### src/rtl/rs232_tx_serializer_pkg.sv
`default_nettype none
// ============================================================================
//  Module      : rs232_tx_serializer_pkg
//  Description : Shared RS232 definitions: parity mode encodings, transmit
//                FSM state encoding and a parity helper. Intended to be
//                reused by the matching RX deserializer.
//  Revision    : 1.0  initial release
// ============================================================================
package rs232_tx_serializer_pkg;

    // Parity mode encodings for the PARITY parameter
    localparam int PARITY_NONE = 0;
    localparam int PARITY_ODD  = 1;
    localparam int PARITY_EVEN = 2;

    // Transmit FSM states
    typedef enum logic [2:0] {
        ST_IDLE   = 3'd0,
        ST_POP    = 3'd1,
        ST_LOAD   = 3'd2,
        ST_START  = 3'd3,
        ST_DATA   = 3'd4,
        ST_PARITY = 3'd5,
        ST_STOP   = 3'd6
    } tx_state_t;

    // Parity bit for a zero-extended data word; zero padding does not change
    // the XOR reduction, so one helper serves every data width from 5 to 8.
    function automatic logic parity_bit(input logic [7:0] data, input int mode);
        logic r;
        r = ^data;
        if (mode == PARITY_ODD) begin
            r = ~r;
        end
        return r;
    endfunction

endpackage
`default_nettype wire

### src/rtl/rs232_tx_serializer_baud_gen.sv
`default_nettype none
// ============================================================================
//  Module      : rs232_baud_gen
//  Description : Divide-by-CLKS_PER_BIT counter. tick is high on the last
//                count, after which the counter wraps to zero. restart zeroes
//                the counter so a frame always starts on a full bit period.
//  Revision    : 1.0  initial release
// ============================================================================
module rs232_baud_gen #(
    parameter int CLKS_PER_BIT = 16
) (
    input  logic clk,
    input  logic rst,
    input  logic restart,
    output logic tick
);

    localparam int c_CNT_W = (CLKS_PER_BIT > 1) ? $clog2(CLKS_PER_BIT) : 1;
    localparam logic [c_CNT_W-1:0] c_LAST = c_CNT_W'(CLKS_PER_BIT - 1);

    logic [c_CNT_W-1:0] r_cnt;

    assign tick = (r_cnt == c_LAST);

    // Free-running bit-period counter with wrap on tick and explicit restart
    always_ff @(posedge clk) begin
        if (rst || restart) begin
            r_cnt <= '0;
        end else if (tick) begin
            r_cnt <= '0;
        end else begin
            r_cnt <= r_cnt + 1'b1;
        end
    end

endmodule
`default_nettype wire

### src/rtl/rs232_tx_serializer.sv
`default_nettype none
// ============================================================================
//  Module      : rs232_tx_serializer
//  Description : Pops bytes from the upstream byte FIFO and sends each as one
//                RS232 frame: start bit, data LSB first, optional parity,
//                stop bit(s). Flags frame completion and end of burst.
//  Revision    : 1.0  initial release
// ============================================================================
module rs232_tx_serializer
    import rs232_tx_serializer_pkg::*;
#(
    parameter int CLK_FREQ   = 50000000,
    parameter int BAUD_RATE  = 115200,
    parameter int DATA_WIDTH = 8,
    parameter int PARITY     = 0,
    parameter int STOP_BITS  = 1
) (
    input  logic                  clk,
    input  logic                  rst,
    input  logic                  enable,
    input  logic                  fifo_not_empty,
    output logic                  fifo_pop,
    input  logic [DATA_WIDTH-1:0] fifo_data,
    input  logic                  fifo_last,
    output logic                  tx,
    output logic                  busy,
    output logic                  frame_done,
    output logic                  burst_done
);

    localparam int c_CLKS_PER_BIT = CLK_FREQ / BAUD_RATE;
    localparam int c_BIT_CNT_W    = $clog2(DATA_WIDTH);
    localparam logic [c_BIT_CNT_W-1:0] c_LAST_DATA = c_BIT_CNT_W'(DATA_WIDTH - 1);
    localparam logic [c_BIT_CNT_W-1:0] c_LAST_STOP = c_BIT_CNT_W'(STOP_BITS - 1);

    tx_state_t               r_state;
    logic [DATA_WIDTH-1:0]   r_shift;
    logic [c_BIT_CNT_W-1:0]  r_bit_cnt;
    logic                    r_last_flag;
    logic                    r_parity;
    logic                    r_tx;
    logic                    r_busy;
    logic                    r_fifo_pop;
    logic                    r_frame_done;
    logic                    r_burst_done;
    logic                    w_tick;
    logic                    w_restart;
    logic [7:0]              w_data_ext;

    // The baud counter is zeroed while loading so the start bit is a full period
    assign w_restart  = (r_state == ST_LOAD);
    assign w_data_ext = 8'(fifo_data);

    rs232_baud_gen #(
        .CLKS_PER_BIT (c_CLKS_PER_BIT)
    ) u_baud_gen (
        .clk     (clk),
        .rst     (rst),
        .restart (w_restart),
        .tick    (w_tick)
    );

    // Frame sequencer: pop, load, then shift out start/data/parity/stop bits
    always_ff @(posedge clk) begin
        if (rst) begin
            r_state      <= ST_IDLE;
            r_shift      <= '0;
            r_bit_cnt    <= '0;
            r_last_flag  <= 1'b0;
            r_parity     <= 1'b0;
            r_tx         <= 1'b1;
            r_busy       <= 1'b0;
            r_fifo_pop   <= 1'b0;
            r_frame_done <= 1'b0;
            r_burst_done <= 1'b0;
        end else begin
            r_fifo_pop   <= 1'b0;
            r_frame_done <= 1'b0;
            r_burst_done <= 1'b0;
            case (r_state)
                ST_IDLE: begin
                    r_tx <= 1'b1;
                    if (enable && fifo_not_empty) begin
                        r_fifo_pop <= 1'b1;
                        r_busy     <= 1'b1;
                        r_state    <= ST_POP;
                    end
                end
                ST_POP: begin
                    r_state <= ST_LOAD;
                end
                ST_LOAD: begin
                    r_shift     <= fifo_data;
                    r_last_flag <= fifo_last;
                    r_parity    <= parity_bit(w_data_ext, PARITY);
                    r_bit_cnt   <= '0;
                    r_tx        <= 1'b0;
                    r_state     <= ST_START;
                end
                ST_START: begin
                    if (w_tick) begin
                        r_tx    <= r_shift[0];
                        r_state <= ST_DATA;
                    end
                end
                ST_DATA: begin
                    if (w_tick) begin
                        if (r_bit_cnt == c_LAST_DATA) begin
                            r_bit_cnt <= '0;
                            if (PARITY != PARITY_NONE) begin
                                r_tx    <= r_parity;
                                r_state <= ST_PARITY;
                            end else begin
                                r_tx    <= 1'b1;
                                r_state <= ST_STOP;
                            end
                        end else begin
                            r_shift   <= r_shift >> 1;
                            r_tx      <= r_shift[1];
                            r_bit_cnt <= r_bit_cnt + 1'b1;
                        end
                    end
                end
                ST_PARITY: begin
                    if (w_tick) begin
                        r_tx    <= 1'b1;
                        r_state <= ST_STOP;
                    end
                end
                ST_STOP: begin
                    r_tx <= 1'b1;
                    if (w_tick) begin
                        if (r_bit_cnt == c_LAST_STOP) begin
                            r_bit_cnt    <= '0;
                            r_busy       <= 1'b0;
                            r_frame_done <= 1'b1;
                            r_burst_done <= r_last_flag;
                            r_state      <= ST_IDLE;
                        end else begin
                            r_bit_cnt <= r_bit_cnt + 1'b1;
                        end
                    end
                end
                default: begin
                    r_tx    <= 1'b1;
                    r_busy  <= 1'b0;
                    r_state <= ST_IDLE;
                end
            endcase
        end
    end

    assign tx         = r_tx;
    assign busy       = r_busy;
    assign fifo_pop   = r_fifo_pop;
    assign frame_done = r_frame_done;
    assign burst_done = r_burst_done;

endmodule
`default_nettype wire

### config.mk
export PLATFORM = sky130hd
export DESIGN_NAME = rs232_tx_serializer
export DESIGN_NICKNAME = d
export VERILOG_FILES = /design/src/rtl/rs232_tx_serializer_pkg.sv /design/src/rtl/rs232_tx_serializer_baud_gen.sv /design/src/rtl/rs232_tx_serializer.sv
export SDC_FILE = /design/constraint.sdc
export NUM_CORES = 1
export LEC_CHECK = 0
export CORE_MARGIN = 1.5
export CORE_UTILIZATION = 54
export DETAILED_ROUTE_END_ITERATION = 10
export GPL_TIMING_DRIVEN = 0
export PLACE_DENSITY = 0.78
export SKIP_LAST_GASP = 1
export SLEW_MARGIN = 15
export SYNTH_ARGS = -nofsm -noshare
export SYNTH_HDL_FRONTEND = slang
export SYNTH_SLANG_ARGS = --single-unit
### constraint.sdc
create_clock -name clk -period 2.6 [get_ports clk]
set_input_delay 0.26 -clock clk [delete_from_list [all_inputs] [get_ports clk]]
set_output_delay 0.26 -clock clk [all_outputs]
set_load 0.05 [all_outputs]
Word-level counts from Yosys, hierarchy flattened
Index checks and enable logic that the tools add are counted.
Widths: inputs -> output; s select.
{ "classes": {"addsub": 2, "n_eq_ne": 16, "mux": 27, "bitwise": 6, "reduce_logical": 16} }
{ "op_table": {"columns": ["operator", "n"], "rows": [
  ["$mux 3", 11],
  ["$pmux 3 s7", 1],
  ["$mux 8", 2],
  ["$pmux 8 s2", 1],
  ["$eq 3x3->1 const B", 4],
  ["$add 9x1->9 const B", 1],
  ["$eq 9x9->1 const B", 1],
  ["$mux 1", 9],
  ["$pmux 3 s3", 1],
  ["$ne 2x1->1 const B", 4],
  ["$ne 2x2->1 const B", 4],
  ["$reduce_and 4->1", 2],
  ["$reduce_and 7->1", 1],
  ["$eq 3x2->1 const B", 2],
  ["$logic_not 3->1", 2],
  ["$not 1->1", 6],
  ["$reduce_and 3->1", 2],
  ["$pmux 1 s5", 1],
  ["$reduce_or 5->1", 1],
  ["$reduce_or 2->1", 2],
  ["$reduce_or 4->1", 1],
  ["$add 3x1->3 const B", 1],
  ["$eq 3x1->1 const B", 1],
  ["$pmux 1 s3", 1],
  ["other kinds (5)", 5]
]} }
{ "word_totals": {"regBits": 29, "inputBits": 13, "output_inout_bits": 5, "wordCells": 77} }

Logic depth before layout (Yosys ltp)
{ "logic_depth": {"word_depth": 4, "ltp_mapped": 7, "mapped_depth_nobuf": 6} }

Cells and area by module
Synthesis repeated with hierarchy kept, for this count alone.
{ "hier_totals": {"cells_unflattened": 169, "area_unflattened_um2": 1481.4} }
{ "modules_own_cells": {"columns": ["mod", "n_inst", "cells_each", "area_each_um2", "seq_area_each_um2"], "rows": [
  ["rs232_tx_serializer", 1, 123, 1067.3, 400.4],
  ["rs232_baud_gen", 1, 46, 414.1, 180.2]
]} }

Worst setup path before layout
OpenSTA, ideal clock, no wires.
{ "synth_timing": {"path_kind": "reg-to-reg", "from": "register u_baud_gen.r_cnt[3]", "to": "register r_shift[4]", "setup_time_ns": 0.070, "arrival_time_ns": 1.920, "t_required_ns": 2.530, "slack_ns": 0.609, "stages_incl_launch_ff": 6, "path_buffers": 1, "period_less_slack_ns": 1.991, "path_cell_list": "dfxtp_1 > or4b_4 > o41a_1 > buf_6 > or3_1 > a21oi_1"} }
{ "synth_between": {"elab_chain_len": 3} }
{ "synth_lines": {"columns": ["element", "line", "text"], "rows": [
  ["from (decl)", "rs232_tx_serializer_baud_gen.sv:21", "logic [c_CNT_W-1:0] r_cnt;"],
  ["from (signal assigned)", "rs232_tx_serializer_baud_gen.sv:32", "r_cnt <= r_cnt + 1'b1;"],
  ["$eq 9x9->1", "rs232_tx_serializer_baud_gen.sv:23", "assign tick = (r_cnt == c_LAST);"],
  ["$ne 2x1->1 (no source line)", null, null],
  ["$reduce_and 3->1 (no source line)", null, null],
  ["to (signal assigned)", "rs232_tx_serializer.sv:93", "r_shift <= fifo_data;"],
  ["to (signal assigned)", "rs232_tx_serializer.sv:118", "r_shift <= r_shift >> 1;"],
  ["to (decl)", "rs232_tx_serializer.sv:37", "logic [DATA_WIDTH-1:0] r_shift;"]
]} }
No other way between the ends.
A chain may end at the register's enable or synchronous reset.

Final worst setup path
Ends and elaborated chain as after synthesis.

==> reports/qor.yml <==
grt_pass1_vias: 1151
gp_congestion: 0.861
clk_latency_ps: 330
drv_cap: 0
arrival_ps: 2430
synth_nets: 188
grt_pass1_wl_um: 4950
die_y_um: 54.7
clk_pin_slew_worst_paths_ps: 100
ys_ff_latch: 29
fin_crit_ps: 2170
coreArea_um2: 2500
rrSetupSlack_ps: 430
nFillCells: 204
cpPeakStageDelay_ps: 560
crit_type: "register to register"
crit_fanout: 10
syn_area_um2: 1450
syn_area_per_cell_um2: 8.50
die_x_um: 54.7
via_per_inst: 5.75
min_from: "rst"
portBuffers: 16
setup.worst_path.end_class: "register"
cp_num_buf_inv: 1
first_iter_violations: 15
worstHoldEndpoint: "r_bit_cnt[0]"
clock-sinks: 29
ctsHoldBuffers: 0
drive_above_1_share_pct: 5.67
ctsRootBufferMaster: "clkbuf_4"
cts_tree: "yes"
yosysWarnings: 0
fin_skew_ps: 6.75
cp.required_ps: 2860
hold_viol: 0
cts.htree.levels: 2
drtAntennaViolNets: 0
power_mw: 1.40
drcViolationCount: 0
cts_buffers: 5
post-dp-hpwl_um: 2200
setup_violations: 0
post_cts_resized: 0
wl_um: 3120
maxSlewViolCount: 0
ir_worst_vdd_mv: 0.756
outcome: "complete, no violations"
diodes: 0
rsz0062_at_grt: "no"
maxSlewHeadroom_pct: 65.3
finalCritPeriodShare_pct: 83.5
hp-class: "input port to register"
p_leak_nw: 0.611
path_delay_family: "simple AND/OR/NAND/NOR gates"
ios: 18
start_util_pct: 57.8
crit_chain: "or4b_4 > o41a_1 > buf_6 > or3_1 > a21oi_1"
syn2layout_area_growth_pct: 20.8
crit_slowest_cell: "or4b_4"
powerDensity_nw_per_um2: 803
grt_max_degree: 11
firstDrtPassIters: 6
synth_cell_type_count: 37
holdPathStages: 4
grtUsageTotal_pct: 23.6
netlist_instances: 170
yosysSeqAreaShare_pct: 40.2
r2r_end: "r_shift[4]"
rows: 18
crit_path_start_kind: "register"
vias: 1288
tightestPinTransition_ps: 515
grt_overflow: 0
antenna_found_initial: 0
nets: 211
reg2regPathDepth: 5
fmax_ghz: 0.460
dieArea_um2: 3000
cts_setup_buffers: 0
wl_per_cell_um: 13.9
startpoint: "u_baud_gen.r_cnt[3]"
tns_ps: 0
rr_startpoint: "u_baud_gen.r_cnt[3]"
clock_path_buffers: 2
## registers in the layout, indices dropped and copies added, names as in the netlist
| signal | cells |
|---|---|
| burst_done | 1 |
| busy | 1 |
| fifo_pop | 1 |
| frame_done | 1 |
| r_bit_cnt | 3 |
| r_last_flag | 1 |
| r_shift | 8 |
| r_state | 3 |
| tx | 1 |
| u_baud_gen.r_cnt | 9 |
## per-layer routing
layer  global-route usage (%)  vias to the layer above  share of wire (%)
met3                     4.92                        5                4.7
met5                        0                        -                  0
met2                     38.7                       29                 48
met1                     28.5                      606                 46
li1                         -                      648                  -
met4                     12.5                        0                1.2
## power by group
group	internal (mW)	leakage, nW	switching, mW
clock network	0.298	0.0552	0.168
logic	0.162	0.320	0.230
registers	0.501	0.236	0.0427
total	0.960	0.611	0.441
## area by class of cell
type                       count  area [um^2]  share of cell area (%)
timing repair buffer          16          160                    9.18
multi-input combinational    125          797                    45.7
clock inverter                 3         65.1                    3.73
inverter                       4         15.0                   0.860
sequential                    29          581                    33.3
buffer                        12         52.6                    3.01
tap                           30         37.5                    2.15
clock buffer                   5         37.5                    2.15
## worst reg2reg max path: cells and delay by family (launching register included)
| kind | cells | cell delay (ps) |
|---|---|---|
| and+or+nand+nor | 2 | 900 |
| AOI/OAI and AO/OA | 2 | 660 |
| DFF | 1 | 350 |
| buffers and inverters | 1 | 180 |
## synthesized netlist by cell type
library cell / number / area (um^2)
a21boi_0: 2 / 15.0
inv_1: 4 / 15.0
o41a_1: 1 / 11.3
a31oi_1: 2 / 12.5
and2_1: 1 / 6.26
nor3b_1: 1 / 7.51
nand3_1: 5 / 25.0
a21o_1: 2 / 15.0
a211o_1: 1 / 8.76
clkbuf_1: 10 / 37.5
or3b_2: 1 / 8.76
a22oi_1: 1 / 7.51
buf_6: 1 / 11.3
or4b_4: 1 / 13.8
nor2b_1: 4 / 25.0
dfxtp_1: 29 / 581
mux2i_1: 10 / 100
a21oi_1: 14 / 70.1
or3_1: 9 / 56.3
nor4b_1: 2 / 17.5
and3_1: 1 / 6.26
buf_1: 1 / 3.75
xor2_1: 3 / 26.3
xnor2_1: 4 / 35.0
nor4_1: 2 / 12.5
o22ai_1: 1 / 6.26
ha_1: 5 / 62.6
o31ai_1: 2 / 15.0
nor3_1: 3 / 15.0
nand2b_1: 4 / 25.0
o21ai_0: 8 / 40.0
and4_1: 1 / 8.76
a311oi_1: 1 / 8.76
nor2_1: 20 / 75.1
nand2_1: 9 / 33.8
nand3b_1: 1 / 7.51
nand4_1: 3 / 18.8
## cells in the final DEF, fill, tap and decap left out, drive strengths merged, types with 3 or more instances in the layout
master	Yosys	routed
dfxtp	29	29
nor2	20	20
clkdlybuf4s50	0	16
clkbuf	10	15
a21oi	14	14
mux2i	10	10
nand2	9	9
or3	9	9
o21ai	8	8
nand3	5	5
ha	5	5
inv	4	4
nor2b	4	4
nand2b	4	4
xnor2	4	4
nand4	3	3
nor3	3	3
xor2	3	3
## logic make-up after synthesis
kind of cell,share of synthesized area [%]
AND/OR/NAND/NOR,25.1
AO/OA/AOI/OAI,14.5
flip-flops,40.2
buffers and inverters,4.67
multiplexers,6.93
XOR/XNOR,4.24
adder cells (fa/ha/maj),4.33
## worst max-delay path by stage
stage	end	slack, ps	cells after the start
global route	r_shift[4]	350	5
detailed placement	r_shift[4]	440	5
finish	r_shift[4]	430	5
global placement	r_shift[5]	490	5
floorplan	r_shift[4]	610	5
CTS	r_shift[4]	410	5
## per-stage QoR
step                      std cells  setup slack (ps)  hold WS (ps)  util, %  instance area, um^2
after floorplan                 170               609           386        -                 1450
after global placement          216               492           443     65.7                 1640
after detailed placement        216               444           447     65.7                 1640
after CTS                       224               412           410     69.8                 1750
after global routing            224               351           459     69.8                 1750
final                           224               428           416     69.8                 1750
Power figures use the tool's default switching activity.
